### src/rtl/ep2_pkg.sv
// Shared EP2 frame constants and parser state type, used by the frame parser,
// C&C decoder and TX FIFO writer.
package ep2_pkg;
    typedef enum logic [2:0] {
        SYNC0,
        SYNC1,
        SYNC2,
        CC,
        SAMPLE,
        DISCARD
    } ep2_state_t;

    localparam logic [7:0] SYNC_BYTE    = 8'h7F;
    localparam logic [8:0] CC_FIRST     = 9'd3;
    localparam logic [8:0] CC_LAST      = 9'd7;
    localparam logic [8:0] SAMPLE_FIRST = 9'd8;
    localparam int         SAMPLE_BYTES = 8;
    localparam int         FRAME_BYTES  = 512;
endpackage

### src/rtl/ep2_frame_parser.sv
// EP2 frame parser: checks 3-byte sync, extracts the C0..C4 block and assembles
// 8-byte samples into audio L/R and TX I/Q words, one byte per rx_clk.
module ep2_frame_parser
    import ep2_pkg::*;
#(
    parameter int FRAME_BYTES = 512,
    parameter int SAMPLES     = 63
) (
    input  logic        rx_clk,
    input  logic        rst,
    input  logic [7:0]  rx_data,
    input  logic        rx_enable,
    output logic        cmd_valid,
    output logic        cmd_mox,
    output logic [6:0]  cmd_addr,
    output logic [31:0] cmd_data,
    output logic        tx_valid,
    output logic [15:0] tx_i,
    output logic [15:0] tx_q,
    output logic [15:0] audio_l,
    output logic [15:0] audio_r,
    output logic        frame_err,
    output logic [15:0] frame_cnt
);
    localparam logic [8:0] LAST_BYTE = 9'(FRAME_BYTES - 1);

    if (FRAME_BYTES != int'(SAMPLE_FIRST) + SAMPLE_BYTES * SAMPLES) begin : g_bad_cfg
        $error("ep2_frame_parser: FRAME_BYTES inconsistent with SAMPLES");
    end

    ep2_state_t  state;
    logic [8:0]  fcnt;
    logic        rx_en_d;
    logic [31:0] cc_sh;      // C0..C3; C4 is taken straight off the bus
    logic [55:0] smp_sh;     // first seven bytes of the current sample
    logic [63:0] smp_full;
    logic        en_fall;

    assign smp_full = {smp_sh, rx_data};
    assign en_fall  = rx_en_d && !rx_enable && !(state == SYNC0 && fcnt == 9'd0);

    always_ff @(posedge rx_clk or posedge rst) begin
        if (rst) begin
            state     <= SYNC0;
            fcnt      <= '0;
            rx_en_d   <= 1'b0;
            cc_sh     <= '0;
            smp_sh    <= '0;
            cmd_valid <= 1'b0;
            cmd_mox   <= 1'b0;
            cmd_addr  <= '0;
            cmd_data  <= '0;
            tx_valid  <= 1'b0;
            tx_i      <= '0;
            tx_q      <= '0;
            audio_l   <= '0;
            audio_r   <= '0;
            frame_err <= 1'b0;
            frame_cnt <= '0;
        end else begin
            cmd_valid <= 1'b0;
            tx_valid  <= 1'b0;
            frame_err <= 1'b0;
            rx_en_d   <= rx_enable;
            if (en_fall) begin
                // A gap always ends the packet; partial C&C/sample just never publish.
                state     <= SYNC0;
                fcnt      <= '0;
                frame_err <= (state != DISCARD);
            end else if (rx_enable) begin
                fcnt <= fcnt + 9'd1;
                unique case (state)
                    SYNC0, SYNC1, SYNC2: begin
                        if (rx_data == SYNC_BYTE) begin
                            state <= (state == SYNC0) ? SYNC1 :
                                     (state == SYNC1) ? SYNC2 : CC;
                        end else begin
                            state     <= DISCARD;
                            frame_err <= 1'b1;
                        end
                    end
                    CC: begin
                        if (fcnt == CC_LAST) begin
                            cmd_valid <= 1'b1;
                            cmd_mox   <= cc_sh[24];
                            cmd_addr  <= cc_sh[31:25];
                            cmd_data  <= {cc_sh[23:0], rx_data};
                            state     <= SAMPLE;
                        end else begin
                            cc_sh <= {cc_sh[23:0], rx_data};
                        end
                    end
                    SAMPLE: begin
                        smp_sh <= smp_full[55:0];
                        // Samples start at byte 8, so byte index [2:0]==7 closes one.
                        if (fcnt[2:0] == 3'd7) begin
                            tx_valid <= 1'b1;
                            audio_l  <= smp_full[63:48];
                            audio_r  <= smp_full[47:32];
                            tx_i     <= smp_full[31:16];
                            tx_q     <= smp_full[15:0];
                        end
                        if (fcnt == LAST_BYTE) begin
                            frame_cnt <= frame_cnt + 16'd1;
                            state     <= SYNC0;
                        end
                    end
                    DISCARD: begin
                        if (fcnt == LAST_BYTE) state <= SYNC0;
                    end
                    default: state <= SYNC0;
                endcase
            end
        end
    end
endmodule

### config.mk
export PLATFORM = sky130hd
export DESIGN_NAME = ep2_frame_parser
export DESIGN_NICKNAME = d
export VERILOG_FILES = /design/src/rtl/ep2_pkg.sv /design/src/rtl/ep2_frame_parser.sv
export SDC_FILE = /design/constraint.sdc
export NUM_CORES = 1
export LEC_CHECK = 0
export BUFFER_PORTS_ARGS = -buffer_cell sky130_fd_sc_hd__buf_2
export CAP_MARGIN = 30
export CORE_MARGIN = 2
export CORE_UTILIZATION = 50
export CTS_BUF_LIST = sky130_fd_sc_hd__clkbuf_4
export CTS_CLUSTER_SIZE = 25
export DETAILED_ROUTE_END_ITERATION = 10
export HOLD_SLACK_MARGIN = 0.12
export PLACE_DENSITY = 0.83
export SLEW_MARGIN = 25
export SYNTH_ARGS = -nofsm -noshare
export SYNTH_HDL_FRONTEND = slang
export SYNTH_SLANG_ARGS = --single-unit
### constraint.sdc
create_clock -name rx_clk -period 12.75 [get_ports rx_clk]
set_clock_uncertainty 0.2 [all_clocks]
set_input_delay 1.9125 -clock rx_clk [delete_from_list [all_inputs] [get_ports rx_clk]]
set_output_delay 1.9125 -clock rx_clk [all_outputs]
set_load 0.05 [all_outputs]
==> results by stage, run 1 <==
Global routing:
- The via count of the first global-routing pass is 5437.
- For this run the aggregate overflow at the end of global routing stands at 0.
- The initial antenna violation count is 0.
- The first global-routing pass estimated 27000 um of wire.
- Entering global routing, the biggest net connects 145 pins.
- The global router's overall resource usage is 0.183.

Setup path:
- Tracing the worst setup path back leads to its startpoint at rx_enable.
- Following the worst setup path forward leads to its endpoint at audio_r[1]$_DFFE_PP0P_.
- The path depth of the worst reg2reg path is 4.
- The reg-to-reg critical path startpoint is fcnt[3]$_DFFE_PP0P_.
- The signal on the critical path passes through buf_2, nor4bb_4, buf_4, nand2_2, buf_4, mux2_2.
- The largest delay contributor family on the critical path is buffers and inverters.
- The slowest cell on the critical path is sky130_fd_sc_hd__buf_4.
- The count of buffer and inverter cells on the critical path is 3.
- The arrival time reported for the critical path endpoint is 4.03 ns.
- The largest incremental delay on the critical path is 0.65 ns.
- The critical path's most frequent cell is sky130_fd_sc_hd__buf_4.
- Across all register-to-register paths, the minimum setup slack is 9.78 ns.
- The worst setup path is captured at a register.
- Along the worst path, the maximum fanout reaches 65.
- The number of stages on the worst setup path is 6.
- The critical path in this run is classified as in2reg.
- The category of the worst setup path launch point is a primary input.
- The end of the worst register-to-register path is cmd_data[1]$_DFFE_PP0P_.
- Data on the critical path is required at its endpoint by 13.06 ns.

Clocking:
- The CTS sink count is 224.
- The number of gates resized after CTS was 0.
- The longest clock path from root to sink contains 3 buffers.
- The clock slew seen by the registers of the worst setup and hold paths is 0.06 ns.
- The depth of the CTS H-tree is 2.
- The post-CTS repair timing setup buffer count is 0.
- TritonCTS built the clock tree.
- The clock latency of the later-clocked register in the worst-skew pair is 0.64 ns.
- The root buffer cell is sky130_fd_sc_hd__clkbuf_4.
- TritonCTS created 54 clock buffers.
- The count of hold-fix buffers inserted at cts is 0.

Yosys:
- sky130_fd_sc_hd__dfrtp_1 is the most common cell in the netlist.
- The total of flip-flops plus latches after synthesis is 224.
- The share of synthesized area in the top cell type comes to 0.642.
- The cell accounting for the most synthesized area is sky130_fd_sc_hd__dfrtp_1.
- The synthesized instance count is 561.
- The area of the mapped netlist is 8730 um^2.
- In this run, synthesis inferred 0 flip-flops with an integrated enable.
- The total number of yosys warnings is 0.
- Of the synthesized area, sequential elements account for 0.642.
- Sorting the synthesized cells by area gives the leading types as sky130_fd_sc_hd__dfrtp_1 64%, sky130_fd_sc_hd__mux2_2 24%, sky130_fd_sc_hd__xnor2_1 1.4%.
- The most used flip-flop cell after synthesis is sky130_fd_sc_hd__dfrtp_1.
- The mean instance size in the synthesized netlist is 15.6 um^2.
- The proportion of synthesized flip-flops having asynchronous set or reset is 1.00.
- The number of different library cells used by synthesis comes to 40.
- The number of nets handed over by synthesis was 577.
- Ranked by instance count, the synthesized netlist is headed by 224 x sky130_fd_sc_hd__dfrtp_1, 184 x sky130_fd_sc_hd__mux2_2, 16 x sky130_fd_sc_hd__nand2_1.

Drt:
- For this block, the initial DRC count from the detailed router was 215.
- The routed length per placed instance is 16.8 um.
- For this block, the via count after detailed routing is 5179.
- In the routed design, unresolved DRC markers number 0.
- The per-cell via count in the routed design is 5.25.
- After detailed routing, the total wire length is 16500 um.
- The first-pass detailed-route iteration total is 4.
- The count of antenna-violating nets left after detailed routing is 0.

Cells and area:
- The area growth from synthesis to layout is 17.3%.
- The finished cells cover 10200 um^2.
- In the final layout, the share of cells above drive strength 1 is 0.535.
- In the final design database the tool counted 744 nets.
- 0 antenna diodes ended up in the layout.
- The filler cells instantiated in the layout total 1343.

Power:
- The total power draw is 1.94 mW.
- The worst voltage drop across the vdd grid is 0.105 mV.
- The static leakage power is 5.51 nW.
- Dividing total power by cell area gives a power density of 189 nW/um^2.

Floorplanning:
- In this run the vertical extent of the chip is 136 um.
- The die area is 18500 um^2.
- The initial standard-cell utilization of the core is 0.508.
- The region available for standard cell placement spans 17200 um^2.
- The width of the die is 136 um.
- The number of top-level pins is 134.
- The row count is 48.

Timing:
- The worst-case headroom to the max-slew limit is 0.415.
- At the pin with the least slew margin, the transition time is 0.866 ns.
- The accumulated negative setup slack is 0 ns.
- Setup violations remaining at the end of the flow were counted as 0.
- Setup repair after global routing left no endpoint under its margin.
- The hold violation count in the final report was 0.
- The count of pins over their slew limit is 0.
- The final critical-path share of the clock period is 0.292.
- The upper clock frequency limit is 269 MHz.
- The minimum clock period after layout is 3.72 ns.

Placement:
- Routability-driven placement finished with a final weighted congestion of 0.822.
- The post-placement cell area is 9580 um^2.
- Once detailed placement completed, the half-perimeter wirelength came to 10700 um.
- The count of buffers added on input and output ports is 133.

Hold path:
- In this run the worst hold path is classified as reg2reg.

Status:
- The flow ran to the end, and the final reports show no timing, DRC or antenna violations.

Flow run:
- The number of max-capacitance violations reported is 0.
==> worst min-delay path by stage <==
stage | cells after the start | to | slack, ns | startpoint
after global placement | 1 | frame_cnt[15]$_DFFE_PP0P_ | 0.26 | frame_cnt[15]$_DFFE_PP0P_
final | 1 | frame_cnt[15]$_DFFE_PP0P_ | 0.27 | frame_cnt[15]$_DFFE_PP0P_
after CTS | 1 | frame_cnt[15]$_DFFE_PP0P_ | 0.27 | frame_cnt[15]$_DFFE_PP0P_
after detailed placement | 1 | frame_cnt[15]$_DFFE_PP0P_ | 0.26 | frame_cnt[15]$_DFFE_PP0P_
after floorplan | 1 | cmd_addr[0]$_DFFE_PP0P_ | 0.25 | cc_sh[25]$_DFFE_PP0P_
after global routing | 1 | frame_cnt[15]$_DFFE_PP0P_ | 0.28 | frame_cnt[15]$_DFFE_PP0P_
==> report_power, final <==
| group | switching [mW] | total, mW | internal (mW) |
|---|---|---|---|
| clock | 0.266 | 0.553 | 0.287 |
| combinational | 0.268 | 0.429 | 0.162 |
| sequential | 0.101 | 0.952 | 0.851 |
==> final cells by class <==
class / count / area [um^2] / area share
clock buffers: 74 / 556 / 0.0543
clock inverters: 16 / 91.3 / 0.00892
inverters: 8 / 42.5 / 0.00415
multi-input cells: 303 / 2960 / 0.289
flip-flops and latches: 224 / 5610 / 0.547
well taps: 225 / 282 / 0.0275
repair buffers: 137 / 699 / 0.0683
==> routing by layer <==
layer,vias up,share of wire,track usage
li1,2367,-,-
met1,2621,0.44,0.243
met2,166,0.47,0.286
met3,25,0.075,0.0604
met4,0,0.015,0.0596
met5,-,0,0
==> state kept, by name, summed over array words and instances (netlist names) <==
signal,cells
smp_sh,56
cc_sh,32
cmd_data,32
audio_l,16
audio_r,16
frame_cnt,16
tx_i,16
tx_q,16
fcnt,9
cmd_addr,7
state,3
cmd_mox,1
cmd_valid,1
frame_err,1
rx_en_d,1
tx_valid,1
==> cells in the final DEF, fill, tap and decap left out, types with 2 or more instances in the layout <==
cell type and n:
sky130_fd_sc_hd__xnor2_1 14, sky130_fd_sc_hd__nor2_1 13, sky130_fd_sc_hd__nand3_1 5, sky130_fd_sc_hd__o21ai_0 4, sky130_fd_sc_hd__a31oi_1 2, sky130_fd_sc_hd__and3_1 8, sky130_fd_sc_hd__buf_2 133, sky130_fd_sc_hd__nand4_1 9
sky130_fd_sc_hd__clkbuf_4 74, sky130_fd_sc_hd__dfrtp_1 224, sky130_fd_sc_hd__and4_1 3, sky130_fd_sc_hd__and2_1 3, sky130_fd_sc_hd__clkinv_1 13, sky130_fd_sc_hd__nand4b_1 2, sky130_fd_sc_hd__inv_1 7, sky130_fd_sc_hd__ha_1 5
sky130_fd_sc_hd__mux2_2 184, sky130_fd_sc_hd__mux2_1 9, sky130_fd_sc_hd__buf_4 3, sky130_fd_sc_hd__nor3_1 3, sky130_fd_sc_hd__nand2_1 15, sky130_fd_sc_hd__xor2_1 6
==> cell families after synthesis <==
group / after synthesis / synth area share
XOR/XNOR: 20 / 0.0201
multiplexers: 193 / 0.249
flip-flops: 224 / 0.642
adder cells (fa/ha/maj): 5 / 0.00716
AO/OA/AOI/OAI: 15 / 0.0136
buffers and inverters: 34 / 0.0215
AND/OR/NAND/NOR: 70 / 0.0469
==> per-stage QoR <==
| step | hold slack [ns] | std cells | utilization | setup WS, ns |
|---|---|---|---|---|
| after floorplan | 0.254 | 561 | - | 4.50 |
| after global placement | 0.258 | 897 | 0.558 | 8.46 |
| after detailed placement | 0.262 | 897 | 0.558 | 8.39 |
| after CTS | 0.270 | 987 | 0.596 | 9.08 |
| after global routing | 0.283 | 987 | 0.596 | 8.93 |
| final | 0.267 | 987 | 0.596 | 9.03 |
(Power assumes the default switching activity.)
==> run 2, diff against run 1 <==
--- a/config.mk
+++ b/config.mk
@@ -13,7 +13,7 @@
 export CTS_CLUSTER_SIZE = 25
 export DETAILED_ROUTE_END_ITERATION = 10
 export HOLD_SLACK_MARGIN = 0.12
-export PLACE_DENSITY = 0.83
+export PLACE_DENSITY = 0.85
 export SLEW_MARGIN = 25
 export SYNTH_ARGS = -nofsm -noshare
 export SYNTH_HDL_FRONTEND = slang
==> constraint.sdc (replaced) <==
create_clock -name rx_clk -period 3.15 [get_ports rx_clk]
set_clock_uncertainty 0.2 [all_clocks]
set_input_delay 0.4725 -clock rx_clk [delete_from_list [all_inputs] [get_ports rx_clk]]
set_output_delay 0.4725 -clock rx_clk [all_outputs]
set_load 0.05 [all_outputs]
==> results by stage, run 2 (synthesis gave the netlist of run 1 again) <==
Clocking:
- In this run the deepest clock path goes through 3 buffers.
- The tree built by TritonCTS fans out to 224 sinks.
- The cell sitting at the root of the clock tree is a sky130_fd_sc_hd__clkbuf_4.
- In this run the number of H-tree levels came out at 2.
- The clock slew seen by the registers of the worst setup and hold paths is 0.06 ns.
- The post-cts gate resize count is 0.
- TritonCTS created 56 clock buffers.
- Clock latency on the worst-skew pair, taken at its later pin, is 0.63 ns.
- The CTS tree is yes.

Cells and area:
- The register containing the most flip-flops in the final layout is smp_sh.
- The number of flip-flops under the largest register name is 56.
- The largest registers in the layout are smp_sh: 56 flops, cc_sh: 32 flops, cmd_data: 32 flops.
- In the final layout, the share of cells above drive strength 1 is 0.528.
- The count of inserted antenna diode cells is 0.
- In the layout the commonest cells are 224 x sky130_fd_sc_hd__dfrtp_1, 184 x sky130_fd_sc_hd__mux2_2, 133 x sky130_fd_sc_hd__buf_2.
- The most common cell after layout, fill and taps aside is sky130_fd_sc_hd__dfrtp_1.
- The net count reported at finish is 760.
- Relative to the synthesized area, the layout overhead comes to 18.6%.
- The finished cells cover 10400 um^2.

Timing:
- The count of final setup violators is 0.
- The count of pins over their slew limit is 0.
- Of the available clock period, the critical path in the final layout requires 0.808.
- Setup repair after global routing left no endpoint under its margin.
- For the final routed database, the setup TNS stands at 0 ns.
- The upper clock frequency limit is 393 MHz.
- For the finished layout, the period the worst path requires is 2.55 ns.
- The minimum hold slack is 0.263 ns.
- At the pin with the least slew margin, the transition time is 0.819 ns.
- The worst pin sits at a relative slew slack of 0.447.
- The hold violation count in the final report came to 0.
- The worst path meets setup with 0.604 ns of slack.

Hold path:
- The type of the tightest min-delay check is in2async.

Floorplanning:
- The number of top-level pins is 134.
- The core region is 17200 um^2.
- From left edge to right edge, the die measures 136 um.
- For this configuration, the core starts out at a cell density of 0.508.
- The die area is 18500 um^2.
- The floorplan step set the die height to 136 um.
- Row generation in the floorplan step produced 48 rows.

Power:
- The total power draw is 7.70 mW.
- The power per unit of standard cell area is 744 nW/um^2.
- IR analysis of the VDD net gives a maximum drop of 0.431 mV.
- In this run the static leakage power is 5.56 nW.

Setup path:
- The category of the worst setup path launch point is a register.
- Data on the critical path arrives at its endpoint at 2.85 ns.
- For the worst setup path, the data required time is 3.46 ns.
- Walking the worst path, the cells encountered are or4_4, nor4_4, nand4_4, buf_4, mux2_1.
- The largest individual stage delay along the critical path comes from the cell sky130_fd_sc_hd__or4_4.
- The path type of the worst setup path is reg2reg.
- The highest fanout seen on the critical path is 41.
- On the worst path, the slowest cell contributes a delay of 0.60 ns.
- The worst setup path is captured at a register.

Drt:
- The first-pass detailed-route iteration total is 4.
- After detailed routing, the number of vias per cell comes to 5.27.
- After detailed routing, the average wire length per cell comes to 17.4 um.
- The number of design-rule violations left by the first detailed-router iteration is 215.
- The total detailed-routing wirelength is 17400 um.
- The DRC violations left is 0.
- The count of nets left with antenna violations once routing finished came out at 0.
- The detailed-route via count is 5274.

Global routing:
- Summed over all layers, the global routing overflow is 0.
- The via count of the first global-routing pass is 5722.
- For this run, the total global-route usage over all layers was measured as 0.195.
- The initial antenna violation count is 0.
- Entering global routing, the biggest net connects 88 pins.
- The wire length of the first global-routing pass is 28700 um.

Placement:
- The estimated wirelength of the detail-placed design is 11300 um.
- The routability congestion estimate from global placement is 0.748.
- The post-placement cell area is 9660 um^2.
- The post-place setup slack is 0.628 ns.
- The count of input and output buffers is 133.

Flow run:
- The number of max-capacitance violations reported is 0.

Status:
- The flow ran to the end, and the final reports show no timing, DRC or antenna violations.
-- run 2: changes by cell type in the layout (fill, tap and decap cells not counted) --
| cell | before | now |
|---|---|---|
| sky130_fd_sc_hd__buf_4 | 3 | 4 |
| sky130_fd_sc_hd__inv_2 | 1 | 0 |
| sky130_fd_sc_hd__clkinv_1 | 13 | 15 |
| sky130_fd_sc_hd__buf_6 | 1 | 0 |
| sky130_fd_sc_hd__clkinv_8 | 1 | 0 |
| sky130_fd_sc_hd__buf_12 | 0 | 4 |
| sky130_fd_sc_hd__clkinv_2 | 0 | 5 |
| sky130_fd_sc_hd__clkbuf_4 | 74 | 69 |
| sky130_fd_sc_hd__bufinv_16 | 1 | 0 |
| sky130_fd_sc_hd__dlygate4sd3_1 | 0 | 10 |
| sky130_fd_sc_hd__inv_6 | 1 | 0 |
| sky130_fd_sc_hd__clkinvlp_4 | 0 | 1 |
-- run 2: report_power, final --
group	internal (mW)	switching [mW]	total (mW)
registers	3.45	0.393	3.84
clock network	1.02	1.07	2.09
logic	0.674	1.10	1.77
total	5.14	2.56	7.70
-- run 2: repair_timing --
item / CTS / global route
buffers inserted: 0 / 0
hold buffers: 10 / 0
hold endpoints to repair: 109 / 0
-- run 2: final cells by class --
cell class	count	area [um^2]
fill	1327	6820
timing repair buffer	151	876
tap	225	282
clock inverter	20	81.3
multi-input combinational	303	2960
sequential	224	5610
clock buffer	69	518
inverter	8	33.8
-- run 2: worst paths after layout --
kind	from	to	slack (ns)	depth (start not counted)
max	fcnt[3]$_DFFE_PP0P_	cmd_addr[1]$_DFFE_PP0P_	0.60	5
min	rst	audio_l[2]$_DFFE_PP0P_	0.26	3
max reg2reg	fcnt[3]$_DFFE_PP0P_	cmd_addr[1]$_DFFE_PP0P_	0.60	5
min reg2reg	cmd_data[1]$_DFFE_PP0P_	cmd_data[1]$_DFFE_PP0P_	0.29	1
max in group asynchronous	rst	smp_sh[36]$_DFFE_PP0P_	1.67	4
min in group rx_clk	cmd_data[1]$_DFFE_PP0P_	cmd_data[1]$_DFFE_PP0P_	0.29	1
-- run 2: stage by stage --
step	util	cells
after floorplan	-	561
after global placement	0.562	901
after detailed placement	0.562	901
after CTS	0.603	1000
after global routing	0.603	1000
final	0.603	1000
-- run 2: layer usage --
metal  part of all wire  vias to the layer above  GRT usage  wire [um]
met1               0.43                     2665      0.249       7490
met3              0.073                       29     0.0679       1270
met2               0.48                      187      0.315       8340
li1                   -                     2393          -          -
met4              0.015                        0     0.0631        259
met5                  0                        -          0          0
-- run 2: critical path: cells and delay by family (launching register included) --
kind | cells | cell delay, ns
and+or+nand+nor | 3 | 1.08
DFF | 1 | 0.44
buffers and inverters | 1 | 0.32
muxes | 1 | 0.38
==> run 3, diff against run 2 <==
==> constraint.sdc (replaced) <==
create_clock -name rx_clk -period 2.1 [get_ports rx_clk]
set_clock_uncertainty 0.2 [all_clocks]
set_input_delay 0.315 -clock rx_clk [delete_from_list [all_inputs] [get_ports rx_clk]]
set_output_delay 0.315 -clock rx_clk [all_outputs]
set_load 0.05 [all_outputs]
==> results by stage, run 3 (synthesis gave the netlist of run 1 again) <==
Cells and area:
- With fillers left out, the area of the finished cells amounts to 10900 um^2.
- The top cell types in the final layout, fill and taps aside, are 224 x sky130_fd_sc_hd__dfrtp_1, 183 x sky130_fd_sc_hd__mux2_2, 133 x sky130_fd_sc_hd__buf_2.
- Across the whole layout, storage elements account for 5610 um^2.
- The register containing the most flip-flops in the final layout is smp_sh.
- The library cell used most frequently in the layout, excluding fill and tap cells, is sky130_fd_sc_hd__dfrtp_1.
- For this run, the post-layout net count is 791.
- The repair_antennas step left the layout with diodes totalling 0.
- The filler cells instantiated in the layout total 1247.
- The area growth from synthesis to layout is 24.8%.
- Of the cells placed in the final design, the portion with a size suffix greater than 1 is 0.574.
- The final core area utilization is 0.634.
- The multi-input combinational cells in the finished layout cover a total of 3080 um^2.
- The register with the most flip-flops in the layout has 56 of them.
- The largest registers in the layout are smp_sh: 56 flops, cc_sh: 32 flops, cmd_data: 32 flops.
- The finished layout holds 1037 standard cells, fillers aside.

Placement:
- Routability-driven placement finished with a final weighted congestion of 0.808.
- The placed instances occupy a cell area of 9960 um^2.
- During placement, the flow inserted port buffers numbering 133.
- Prior to clock tree synthesis, the placed netlist has a worst setup slack of -0.223 ns.
- The number of cells in the design after placement is 923.
- The estimated wirelength of the detail-placed design is 11800 um.

Drt:
- In the routed design, unresolved DRC markers number 0.
- For this block, the via count after detailed routing is 5447.
- The first TritonRoute pass finished after 4 iterations.
- Summed over all layers, the routed wires come to 17900 um.
- In the final routed layout, each cell accounts on average for 17.3 um.
- In the routed layout, each cell is associated on average with a via count of 5.25.
- The number of design-rule violations left by the first detailed-router iteration is 210.
- Once detail routing completed, the nets flagged for antenna violations numbered 0.

Setup path:
- Together, buffers and inverters on the worst path number 2.
- In this run the register-to-register setup slack is -0.14 ns.
- The largest delay contributor family on the critical path is simple AND/OR/NAND/NOR gates.
- The data required time of the worst path is 2.41 ns.
- The worst setup path is launched from a register.
- The worst register-to-register path begins at fcnt[6]$_DFFE_PP0P_.
- The path type of the worst setup path is reg2reg.
- The worst register-to-register path has a depth of 6.
- Among all stages on the critical path, the largest delay is contributed by sky130_fd_sc_hd__or4_4.
- Walking the worst path, the cells encountered are or4_4, nor4_4, buf_4, nand4_4, buf_12, mux2_4.
- In this run the worst path has a maximum fanout of 41.
- The end of the worst register-to-register path is cmd_data[3]$_DFFE_PP0P_.
- The largest incremental delay on the critical path is 0.56 ns.
- For the worst setup path, the data arrival time is 2.54 ns.
- STA classifies the critical path endpoint as a register.

Floorplanning:
- Row generation in the floorplan step produced 48 rows.
- The die outline height is 136 um.
- The number of top-level pins is 134.
- The width of the die is 136 um.
- The initial standard-cell utilization of the core is 0.508.
- The core region is 17200 um^2.
- The floorplan step defined a die boundary enclosing 18500 um^2.

Clocking:
- The depth of the CTS H-tree is 2.
- TritonCTS built the clock tree.
- The clock latency of the later-clocked register in the worst-skew pair is 0.67 ns.
- The number of buffers created by CTS is 56.
- The root buffer cell is sky130_fd_sc_hd__clkbuf_4.
- The number of buffers on the longest clock path is 3.
- Clock tree synthesis found a total of 224 sinks.
- Clock-pin slew was measured on the worst setup and hold paths at 0.07 ns.

Timing:
- Dividing the final minimum period by the clock period gives 1.06.
- The transition time at the pin with the least slew margin is 0.670 ns.
- Static timing analysis puts the maximum clock frequency at 447 MHz.
- The count of final setup violators is 72.
- The worst-case headroom to the max-slew limit is 0.553.
- Across all setup checks in the final design, the least slack found is -0.136 ns.
- The minimum clock period after layout is 2.24 ns.
- The hold violation count in the final report came to 0.
- Setup repair after global routing could not meet its margin everywhere.
- The count of pins over their slew limit is 0.

Global routing:
- The met2 routing resource usage after global routing is 0.332.
- The via count of the first global-routing pass came to 5931.
- In the global route stage, overall resource usage came out at 0.201.
- The initial antenna violation count came to 0.
- The pin count of the biggest net entering global routing is 121.
- The layer flagged by global routing as most heavily used is met2.
- The first global-routing pass estimated 29800 um of wire.
- Summed over all layers, the global routing overflow is 0.
- The met1 capacity usage during global routing is 0.251.
- The met3 demand-to-capacity share in global routing is 0.0611.

Flow run:
- The number of max-capacitance violations reported is 0.

Status:
- The run finished, with violations left.
- The final reports fail on negative setup slack.

Power:
- The static leakage power is 5.83 nW.
- Power spread over the standard cell area amounts to 1100 nW/um^2.
- The worst voltage drop across the vdd grid is 0.744 mV.

Hold path:
- The type of the tightest min-delay check is in2async.
run 3: cell count changes in the layout (fill, tap and decap cells not counted), sizes merged:
cell,change
buf,+31
clkbuf,+6
clkinv,-1
inv,+1
run 3: repair_timing:
action | in CTS | in global routing
hold buffers | 10 | 0
endpoints found under the setup margin | 94 | 106
pin swaps | 7 | 5
setup buffers | 6 | 3
gates cloned | 1 | 0
endpoints found under the hold margin | 271 | 0
resized for setup | 14 | 5
run 3: area by class of cell:
type,count,area share
Inverter,8,0.00310
Clock buffer,75,0.0517
Timing Repair Buffer,182,0.113
Sequential cell,224,0.515
Tap cell,225,0.0258
Multi-Input combinational cell,303,0.283
Clock inverter,20,0.00827
run 3: worst max-delay path by stage:
stage	start	endpoint	slack, ns	depth (start not counted)
floorplan	rst	audio_l[0]$_DFFE_PP0P_	-1.34	1
finish	fcnt[6]$_DFFE_PP0P_	cmd_data[3]$_DFFE_PP0P_	-0.14	6
global placement	fcnt[6]$_DFFE_PP0P_	state[2]$_DFFE_PP0P_	-0.13	5
detailed placement	fcnt[6]$_DFFE_PP0P_	state[2]$_DFFE_PP0P_	-0.22	5
global route	fcnt[6]$_DFFE_PP0P_	cmd_data[3]$_DFFE_PP0P_	-0.21	6
CTS	fcnt[6]$_DFFE_PP0P_	cmd_data[3]$_DFFE_PP0P_	-0.09	6
run 3: worst min-delay path, stage by stage:
cell and delay, ns:
sky130_fd_sc_hd__dlygate4sd3_1 0.53, sky130_fd_sc_hd__buf_2 0.13, sky130_fd_sc_hd__clkinvlp_4 0.10, sky130_fd_sc_hd__buf_12 0.43
run 3: per-layer routing:
layer | wire length, um | vias to the layer above
li1 | - | 2444
met1 | 7650 | 2804
met2 | 8830 | 169
met3 | 1170 | 30
met4 | 284 | 0
met5 | 0 | -
run 3: per-stage QoR:
| step | hold slack, ns | total power, mW | setup TNS (ns) |
|---|---|---|---|
| floorplan | 0.146 | 7.75 | -302.61 |
| global placement | 0.257 | 8.46 | -5.60 |
| detailed placement | 0.280 | 8.64 | -10.27 |
| CTS | 0.189 | 12.1 | -2.31 |
| global route | 0.243 | 12.6 | -10.16 |
| finish | 0.215 | 11.9 | -4.21 |
run 3: power breakdown:
| group | leakage, nW | switching (mW) | internal, mW |
|---|---|---|---|
| registers | 3.01 | 0.606 | 5.17 |
| clock network | 0.391 | 1.67 | 1.66 |
| logic | 2.44 | 1.72 | 1.12 |
